$ cat src/rtl/sr5_nand_window.sv
// Five-tap serial window register feeding a 5-input NAND, with a registered NAND
// output, fill tracking and a saturating run counter of consecutive all-ones windows.
module sr5_nand_window #(
  parameter int unsigned THRESH = 3,
  parameter int unsigned CNT_W  = 4
) (
  input  logic             CK,
  input  logic             LSR,
  input  logic             CE,
  input  logic             SI,
  output logic [4:0]       Q,
  output logic             Z,
  output logic             VALID,
  output logic [CNT_W-1:0] RUN,
  output logic             DET
);

  localparam int unsigned TAPS    = 5;
  localparam int unsigned FILL_W  = 3;
  localparam int unsigned RUN_MAX = (1 << CNT_W) - 1;

  // Reject thresholds the run counter can never reach (or that are always met).
  if (THRESH == 0 || THRESH > RUN_MAX) begin : g_bad_thresh
    $error("sr5_nand_window: THRESH must be in 1..2^CNT_W-1");
  end

  logic [FILL_W-1:0] fill;
  logic [4:0]        q_next;
  logic              win_ones;
  logic              run_sat;

  assign q_next   = {Q[3:0], SI};
  assign win_ones = &q_next;
  assign run_sat  = (RUN == CNT_W'(RUN_MAX));

  // Window, NAND, fill and run state; Z tracks the pre-edge window regardless of CE.
  always_ff @(posedge CK) begin
    if (LSR) begin
      Q    <= '0;
      Z    <= 1'b1;
      fill <= '0;
      RUN  <= '0;
    end else begin
      Z <= ~&Q;
      if (CE) begin
        Q <= q_next;
        if (fill != FILL_W'(TAPS)) begin
          fill <= fill + FILL_W'(1);
        end
        if (win_ones) begin
          if (!run_sat) begin
            RUN <= RUN + CNT_W'(1);
          end
        end else begin
          RUN <= '0;
        end
      end
    end
  end

  // Both flags are plain decodes of registered state.
  assign VALID = (fill == FILL_W'(TAPS));
  assign DET   = (RUN >= CNT_W'(THRESH));

endmodule

$ cat config.mk
export PLATFORM = sky130hd
export DESIGN_NAME = sr5_nand_window
export DESIGN_NICKNAME = d
export VERILOG_FILES = /design/src/rtl/sr5_nand_window.sv
export SDC_FILE = /design/constraint.sdc
export NUM_CORES = 1
export LEC_CHECK = 0
export CAP_MARGIN = 20
export CORE_UTILIZATION = 45
export CTS_BUF_LIST = sky130_fd_sc_hd__clkbuf_16
export DETAILED_ROUTE_END_ITERATION = 7
export HOLD_SLACK_MARGIN = 0.1
export MAX_ROUTING_LAYER = met4
export PLACE_DENSITY = 0.75
export SLEW_MARGIN = 20
export SYNTH_ARGS = -nofsm -noshare
export SYNTH_HDL_FRONTEND = slang
export SYNTH_SLANG_ARGS = --single-unit
$ cat constraint.sdc
create_clock -name CK -period 1.6 [get_ports CK]
set_input_delay 0.16 -clock CK [delete_from_list [all_inputs] [get_ports CK]]
set_output_delay 0.16 -clock CK [all_outputs]
set_load 0.01 [all_outputs]
==> flow_summary_export.csv <==
group,metric,value,unit
critical_path,r2r_start,"RUN[0]$_SDFFE_PP0P_",
drt,wl_met1,588,um
power,seqPwrFrac,0.396,
floorplanning,die_h,38.9,um
drt,dr_wl_met2,563,um
logic_synthesis,synth_cell_type_count,29,
critical_path,crit_path_start_kind,"flip-flop",
final_layout,final_area,895,um2
timing,grt_setup_unrepaired,"no",
clock_tree,htree_levels,1,
drt,drc,0,
clock_tree,cts_sinks,13,
clock_tree,clkTransAtPathRegs,40,ps
final_layout,layout-drive-gt1-share,0.229,
timing,fin_crit_sh,0.961,
grt,antenna_found_initial,0,
timing,maxSlewViolCount,0,
clock_tree,cts_buffers,3,
floorplanning,initial_core_util,0.517,
placed_design,port_buffers,15,
critical_path,worstPathMaxFanout,2,
timing,finalHoldViolCount,0,
grt,grt.total_usage,0.202,
drt,wl_per_cell,12.6,um
power,power_frac_comb,0.074,
clock_tree,cts.path.max_buffers,2,
timing,max_slew_margin,0.812,
drt,drtPass1Iterations,4,
drt,dr.max_layer_used,"met4",
final_layout,areaGrowthSynthToFinish,45.9,%
drt,vias,521,
timing,fmax,651,MHz
run,cap_violations,0,
hold_path,holdPathStages,1,
logic_synthesis,synth-warning-count,0,
timing,skew,0.926,ps
logic_synthesis,syn_inst,60,
hold_path,min_from,"Q[4]$_SDFFE_PP0P_",
power,p_leak,0.374,nW
logic_synthesis,synth-edff-count,0,
clock_tree,cts_tree,"yes",
logic_synthesis,netlist_area,613,um2
grt,grt_pass1_wl,1.88,mm
final_layout,nNetsFinal,91,
clock_tree,root_buffer,"clkbuf_16",
critical_path,ff2ff_setup_slack,270,ps
power,vdd_drop_max,622,uV
drt,routed_wl,1.23,mm
outcome,run_status,"finished clean",
timing,layout_setup_ws,63.0,ps
final_layout,fin_util,0.754,
logic_synthesis,synth_fp_nets,67,
floorplanning,die_w,38.9,um
timing,tns,0,ps
grt,grt_pass1_vias,425,
power,p_per_area,966,mW/mm2
critical_path,worstPathRequired,1440,ps
logic_synthesis,synth_area_leaders,"dfxtp_1, mux2i_1, ha_1, nor2_1, o32ai_2",
logic_synthesis,synth_ff_type,"dfxtp_1",
critical_path,reg2reg_depth,5,
logic_synthesis,async_reset_ff_frac,0,
drt,viasPerCell,5.37,
floorplanning,core,0.00119,mm2
critical_path,crit_arrival,1380,ps
grt,grt.overflow.total,0,
power,clkPwrFrac,0.530,
floorplanning,num_rows,12,
final_layout,diodes,0,
hold_path,hold_path_end,"Z$_SDFF_PP1_",
power,total_power,0.864,mW
power,p_int,0.697,mW
power,switchingPower,0.168,mW
drt,wl_met3,62,um
logic_synthesis,synth.top_cell.area_share,0.424,
critical_path,crit_type,"reg -> out",
placed_design,place_ws,67.0,ps
clock_tree,post-cts-setup-buffer-count,0,
timing,finalSetupViolations,0,
logic_synthesis,yosysTopAreaCell,"dfxtp_1",
grt,grt_max_degree,14,
logic_synthesis,seq_area_frac_synth,0.424,
drt,drt_iter0_markers,14,
critical_path,critPathCaptureType,"output port",
logic_synthesis,syn_area_per_cell,10.2,um2
placed_design,placed_cell_area,813,um2
power,sw_frac_of_total,0.194,
timing,fin_crit,1540,ps
hold_path,hp-class,"reg -> reg",
critical_path,r2r-end,"RUN[0]$_SDFFE_PP0P_",
floorplanning,die_area,0.00151,mm2
timing,worstMarginPinSlew,280,ps
drt,postRouteAntennaNets,0,
clock_tree,worstSkewPairLatency,240,ps
logic_synthesis,ys_ff_latch,13,
placed_design,gp_congestion,0.683,
placed_design,dp_hpwl,811,um
floorplanning,pin_count,16,
==> cells in the final DEF (no fill, tap or decap) <==
cell type        instances
ha_1                     2
o211ai_2                 1
o22ai_1                  1
dfxtp_1                 12
or2_2                    1
dfxtp_2                  1
a211oi_2                 1
nor3_1                   2
dlygate4sd2_1            1
nand2b_1                 2
nand3b_1                 2
nand4b_1                 1
a41oi_1                  1
a21bo_2                  1
nor2_1                   7
buf_4                    6
or3_2                    1
inv_1                    4
nand3_1                  1
a211oi_1                 1
and4_4                   1
and2_1                   1
clkdlybuf4s50_1         13
ha_2                     1
a21oi_1                  2
clkdlybuf4s15_1          1
a21boi_2                 1
xnor2_1                  1
clkbuf_16                3
o32ai_2                  1
mux2i_1                  5
and3_1                   1
a31oi_1                  2
and4b_1                  1
==> flip-flops by register name, summed over array words and instances, names as in the netlist <==
| name | flops |
|---|---|
| Q | 5 |
| RUN | 4 |
| Z | 1 |
| fill | 3 |
==> layer usage <==
layer  up-vias  track usage
met5         -            -
met4         0        0.129
met3         2       0.0694
met2        18        0.283
met1       233        0.246
li1        268            -
==> stage by stage <==
step / cells / hold WS [ps]
3_3_place_gp: 93 / 411
5_1_grt: 97 / 425
2_1_floorplan: 60 / 239
4_1_cts: 97 / 416
6_report: 97 / 416
3_5_place_dp: 93 / 403
==> worst max-delay path, cell delays in order, from the launching register on <==
cell and delay [ps]:
dfxtp_1 300, ha_1 200, or3_2 400, clkdlybuf4s15_1 240
==> final cells by class <==
| class | instances | area, um2 |
|---|---|---|
| inverter | 3 | 11.3 |
| clock buffer | 3 | 75.1 |
| sequential | 13 | 262 |
| tap | 14 | 17.5 |
| fill | 96 | 292 |
| clock inverter | 1 | 3.75 |
| timing repair buffer | 21 | 194 |
| multi-input combinational | 42 | 332 |
==> synthesized netlist by cell type, drive strengths merged (2+ instances only) <==
master	count
nand3b	2
ha	3
a21oi	2
buf	2
mux2i	5
nand2b	2
inv	3
a211oi	2
nor2	7
nor3	2
a31oi	2
dfxtp	13
==> cells by family after synthesis <==
family	after synthesis	synth area share
xor gates and xnor gates	1	0.0143
muxes	5	0.0816
and+or+nand+nor	21	0.204
buffers and inverters	5	0.0388
adders and majority gates	3	0.0612
DFF	13	0.424
AOI/OAI and AO/OA	12	0.176
==> timing repair <==
| item | 4_1_cts | 5_1_grt |
|---|---|---|
| hold buffers | 0 | 0 |
| pin swaps | 0 | 0 |
| endpoints found under the setup margin | 2 | 1 |
| cloned | 0 | 0 |
| resized for setup | 4 | 1 |
==> worst max path at each step <==
stage / startpoint / endpoint / slack, ps / cells after the start
6_report: RUN[0]$_SDFFE_PP0P_ / DET / 60 / 3
3_5_place_dp: RUN[0]$_SDFFE_PP0P_ / DET / 70 / 3
2_1_floorplan: RUN[0]$_SDFFE_PP0P_ / RUN[1]$_SDFFE_PP0P_ / 370 / 4
5_1_grt: RUN[0]$_SDFFE_PP0P_ / DET / 20 / 3
4_1_cts: RUN[0]$_SDFFE_PP0P_ / DET / 7 / 3
3_3_place_gp: RUN[0]$_SDFFE_PP0P_ / DET / 70 / 3
==> power groups by stage <==
| stage | Combinational [mW] | Sequential (mW) | Clock [mW] |
|---|---|---|---|
| after floorplan | 0.0366 | 0.348 | 0 |
| after global placement | 0.0612 | 0.347 | 0 |
| after detailed placement | 0.0620 | 0.348 | 0 |
| after CTS | 0.0645 | 0.343 | 0.468 |
| after global routing | 0.0693 | 0.344 | 0.480 |
| final | 0.0641 | 0.342 | 0.458 |
(Power assumes the default switching activity.)
